$ cat src/rtl/br_write_arbiter.sv
// Two-requester arbiter for the single BR write port: valid/ready handshake,
// round-robin grant with same-register collision priority, registered write stage.
// Optional saturating statistics counters are built when BR_ARB_STATS_EN is defined.
module br_write_arbiter #(
  parameter int unsigned DW           = 32,
  parameter int unsigned AW           = 5,
  parameter int unsigned COLLIDE_PRIO = 0,
  parameter int unsigned CNT_W        = 16
) (
  input  logic             clk,
  input  logic             rst_n,
  input  logic             wr_stall,
  input  logic             req0_valid,
  input  logic [AW-1:0]    req0_dir,
  input  logic [DW-1:0]    req0_data,
  output logic             req0_ready,
  input  logic             req1_valid,
  input  logic [AW-1:0]    req1_dir,
  input  logic [DW-1:0]    req1_data,
  output logic             req1_ready,
  output logic [DW-1:0]    Di,
  output logic [AW-1:0]    Dir,
`ifdef BR_ARB_STATS_EN
  output logic [CNT_W-1:0] grant_cnt0,
  output logic [CNT_W-1:0] grant_cnt1,
  output logic [CNT_W-1:0] drop_cnt,
`endif
  output logic             Regw
);

  localparam logic PRIO_IS_1 = 1'(COLLIDE_PRIO);

  if (CNT_W == 0 || DW == 0 || AW == 0) begin : g_param_chk
    $error("br_write_arbiter: DW, AW and CNT_W must be nonzero");
  end

  logic          rr_ptr;
  logic          both_valid;
  logic          collide;
  logic          pick1;
  logic          grant0;
  logic          grant1;
  logic          any_grant;
  logic [AW-1:0] sel_dir;
  logic [DW-1:0] sel_data;

  // Grant selection; ready is forced low while in reset or stalled
  always_comb begin
    both_valid = req0_valid & req1_valid;
    collide    = both_valid & (req0_dir == req1_dir) & (req0_dir != '0);
    pick1      = collide ? PRIO_IS_1 : rr_ptr;
    grant0     = 1'b0;
    grant1     = 1'b0;
    if (rst_n && !wr_stall) begin
      if (both_valid) begin
        grant0 = ~pick1;
        grant1 = pick1;
      end else begin
        grant0 = req0_valid;
        grant1 = req1_valid;
      end
    end
    any_grant = grant0 | grant1;
    sel_dir   = grant1 ? req1_dir  : req0_dir;
    sel_data  = grant1 ? req1_data : req0_data;
  end

  assign req0_ready = grant0;
  assign req1_ready = grant1;

  // Registered write stage and round-robin pointer
  always_ff @(posedge clk or negedge rst_n) begin
    if (!rst_n) begin
      Di     <= '0;
      Dir    <= '0;
      Regw   <= 1'b0;
      rr_ptr <= 1'b0;
    end else begin
      Regw <= any_grant & (sel_dir != '0);
      if (any_grant) begin
        Di     <= sel_data;
        Dir    <= sel_dir;
        rr_ptr <= grant0;
      end
    end
  end

`ifdef BR_ARB_STATS_EN
  localparam logic [CNT_W-1:0] CNT_MAX = '1;

  // Saturating statistics; $zero writes count both as a grant and as a drop
  always_ff @(posedge clk or negedge rst_n) begin
    if (!rst_n) begin
      grant_cnt0 <= '0;
      grant_cnt1 <= '0;
      drop_cnt   <= '0;
    end else begin
      if (grant0 && grant_cnt0 != CNT_MAX) grant_cnt0 <= grant_cnt0 + CNT_W'(1);
      if (grant1 && grant_cnt1 != CNT_MAX) grant_cnt1 <= grant_cnt1 + CNT_W'(1);
      if (any_grant && sel_dir == '0 && drop_cnt != CNT_MAX) drop_cnt <= drop_cnt + CNT_W'(1);
    end
  end
`endif

endmodule

$ cat config.mk
export PLATFORM = sky130hd
export DESIGN_NAME = br_write_arbiter
export DESIGN_NICKNAME = d
export VERILOG_FILES = /design/src/rtl/br_write_arbiter.sv
export SDC_FILE = /design/constraint.sdc
export NUM_CORES = 1
export LEC_CHECK = 0
export ABC_AREA = 1
export CORE_UTILIZATION = 40
export CTS_CLUSTER_DIAMETER = 60
export DETAILED_ROUTE_END_ITERATION = 16
export PLACE_DENSITY = 0.88
export RECOVER_POWER = 100
export SYNTH_ARGS = -nofsm -noshare
export SYNTH_HDL_FRONTEND = slang
export SYNTH_SLANG_ARGS = --single-unit
$ cat constraint.sdc
create_clock -name clk -period 2.5 [get_ports clk]
set_clock_uncertainty 0.15 [all_clocks]
set_input_delay 0.5 -clock clk [delete_from_list [all_inputs] [get_ports clk]]
set_output_delay 0.5 -clock clk [all_outputs]
set_load 0.02 [all_outputs]
==> summary.md, run 1 <==
| Metric | Value |
|---|---|
| Cts bufs inserted | 5 |
| Fmax | 417 MHz |
| CP delay by family, top | buffers and inverters |
| Design Power | 2060 uW |
| # clock sinks | 39 |
| Drt drc | 0 |
| Starting DRT DRC Count | 73 |
| Area Growth Syn to Fin | 71.3% |
| Port bufs | 118 |
| Fin Setup TNS | 0 ns |
| R2R cell count | 9 |
| DP HPWL | 4.02 mm |
| Post-DRT Antenna Nets | 0 |
| CTS root buf | clkbuf_8 |
| Crit path capture type | primary output |
| Clk slew on worst S/H paths | roughly 0.08 ns |
| Synth area leaders | dfrtp_1 (50%), nand2_1 (18%), a31oi_1 (10%), nor2_1 (7.5%), inv_1 (3.1%) |
| # setup viols final | 0 |
| Initial antenna violation count | 0 |
| Critical Path RT | 1.85 ns |
| Worst Path Class, Setup | in -> out |
| CP Data Arrival Time | approximately 1.8 ns |
| Peak VDD IR | roughly 0.28 mV |
| Tcrit/Tclk final | 0.960 |
| Clock Tree Buf Depth | 2 |
| Worst Hold Class | in -> async |
| Ys flop type | dfrtp_1 |
| Peak fanout along the critical path | 3 |
| Slew Viols, Final | 0 |
| Gr usage total | 0.216 |
| Post-synth EDFFs | 0 |
| Vias per Instance | roughly 4.8 |
| Top cell type's share of synthesized area | 0.497 |
| Number of core rows | 25 |
| Slowest-stage cell, CP | clkdlybuf4s50_1 |
| R2R Setup Slk | slightly above 0.8 ns |
| Ys async rst share | 1.00 |
| Drt wl/cell | roughly 12 um |
| Yosys warns | 0 |
| Pre-CTS setup slack | -0.457 ns |
| Reg-to-reg critical path endpoint | Di[5] |
| Vias in the first global route | between 2000 and 2500 |
| Antenna Diode Count | 0 |
| Leakage power | between 0.0015 and 0.002 uW |
| Sequential-to-total area share from yosys stat | 0.497 |
| Status | finished, final reports clean |
| Relative slew slack | 0.352 |
| WL final | about 5.4 mm |
| CP most frequent cell | nand2_1 |
| Pin count of the biggest net entering global routing | just over 40 |
| Post-synth cell types | 14 |
| # nets final | between 400 and 500 |
| CTS tree | built |
| RR Startpoint | rr_ptr |
| Worst-margin pin slew | 0.972 ns |
| Synthesized cell area | between 1500 and 2000 um2 |
| Slowest stage delay, CP | between 0.5 and 0.6 ns |
| Syn nets | about 340 |
| RSZ-0062 raised after global routing | false |
| Commonest cells post-synth | nand2_1 (96), dfrtp_1 (39), nor2_1 (39) |
| CTS H-tree depth | 2 |
| Pwr dens | 612 nW/um2 |
| Die area | 5190 um2 |
| Die X | roughly 72 um |
| Fin crit period | roughly 2.4 ns |
| Grt total ovfl | 0 |
| Max-Cap Viols | 0 |
| Worst path cell trace | clkdlybuf4s50_1 -> nor2_1 -> nand2_1 -> nand2_1 -> nand2_1 -> nand3_1 -> nand2_2 -> nand2_4 -> nand2_4 -> inv_1 -> buf_4 |
| Starting Density | 0.416 |
| Most instantiated library cell after synthesis | nand2_1 |
| DR pass1 iterations | 7 |
| Largest area contributor in the netlist | dfrtp_1 |
| Core ar. | approximately 4700 um2 |
| Layout cells sized above 1 | 0.0914 |
| Die height | a little over 70 um |
| Final hold violations | 0 |
| Yosys reg bits | 39 |
| Via count | between 2000 and 2500 |
| I/O pin cnt | about 120 |
| Synth Area per Inst | between 7 and 8 um2 |
| Worst-Skew Late Latency | between 0.2 and 0.3 ns |
| Startpoint type of the worst setup path | primary input |
| Worst Setup Slack, final | ~0.099 ns |
| Buf/Inv on CP | 3 |
| First-pass GRT wire length | a little under 9 mm |
| Gpl congestion | ~0.75 |
| Cell count after synthesis | ~260 |
power by group:
| group | internal, uW | switching, uW | total [uW] |
|---|---|---|---|
| logic | 377 | 386 | 763 |
| registers | 759 | 61.0 | 820 |
| clock network | 251 | 222 | 473 |
cells in the final DEF (no fill, tap or decap):
cell type	netlist	routed
nand2_1	96	95
clkdlybuf4s50_1	0	72
dfrtp_1	39	39
nor2_1	39	39
dlygate4sd3_1	0	38
a31oi_1	32	32
inv_1	16	13
buf_4	0	13
o21ai_0	7	7
clkbuf_8	0	7
nand3_1	5	5
nand2_2	3	4
dlymetal6s2s_1	0	4
inv_2	0	2
nand2_4	2	2
clkinvlp_4	0	2
clkbuf_2	0	2
xor2_1	1	1
a21oi_1	1	1
dlygate4sd2_1	0	1
clkbuf_1	1	1
buf_6	5	1
clkbuf_4	0	1
buf_12	0	1
cells by family (layout without fill, tap and decap cells):
group | after synthesis | count (layout) | synth area share
flops | 39 | 39 | 0.497
simple gates | 145 | 145 | 0.292
compound gates | 40 | 40 | 0.122
xor+xnor | 1 | 1 | 0.00446
buf+inv | 31 | 158 | 0.0841
state kept, by name, indices dropped and copies added (netlist names):
register,cells
Regw,1
rr_ptr,1
Dir,5
Di,32
cell type report:
cell class,count,area [um2]
Clock inverter,1,7.51
Sequential cell,39,976
Tap cell,67,83.8
Multi-Input combinational cell,186,825
Timing Repair Buffer,134,1310
Inverter,16,63.8
Fill cell,395,1360
Clock buffer,7,96.3
layer usage:
layer  vias up  track usage  routed length (um)
li1       1072            -                   -
met1       979        0.248                2160
met2        81        0.392                2800
met3        10       0.0458                 286
met4         0       0.0871                 110
met5         -            0                   0
repair_timing:
item / CTS / global route
endpoints found under the setup margin: 28 / 40
hold buffers: 0 / 0
resized for setup: 10 / 13
pin swaps: 0 / 3
setup buffers: 0 / 1
how the worst max path moves through the flow:
stage | startpoint | end | depth (start not counted)
after floorplan | req1_dir[2] | req1_ready | 10
after global placement | req1_dir[2] | req0_ready | 12
after detailed placement | req1_dir[1] | req0_ready | 12
after CTS | req1_dir[2] | req0_ready | 12
after global routing | req0_dir[0] | Di[5] | 12
final | req1_dir[3] | req1_ready | 11
worst reg2reg max path: cells and delay by family, from the launching register on:
family,cells,cell delay (ns)
and+or+nand+nor,6,0.44
AOI/OAI and AO/OA,1,0.17
buffers and inverters,2,0.44
DFF,1,0.40
through the flow:
stage / cells / hold WS (ns) / instance area [um2] / utilization
after floorplan: 256 / 0.0544 / 1960 / -
after global placement: 441 / 0.317 / 3240 / 0.687
after detailed placement: 441 / 0.328 / 3240 / 0.687
after CTS: 449 / 0.142 / 3340 / 0.707
after global routing: 450 / 0.379 / 3360 / 0.712
final: 450 / 0.336 / 3360 / 0.712
No activity file was read; power rests on OpenSTA's default activity.
==> inputs of run 2 (changes only) <==
SKIP_LAST_GASP = 1   (was unset)
==> results of run 2 <==
No change in the layout: final DEF, timing and power equal those of run 1.
==> inputs of run 3 (changes only) <==
ABC_CLOCK_PERIOD_IN_PS = 2500   (was unset)
==> results of run 3 <==
No change in the layout: final DEF, timing and power equal those of run 1.
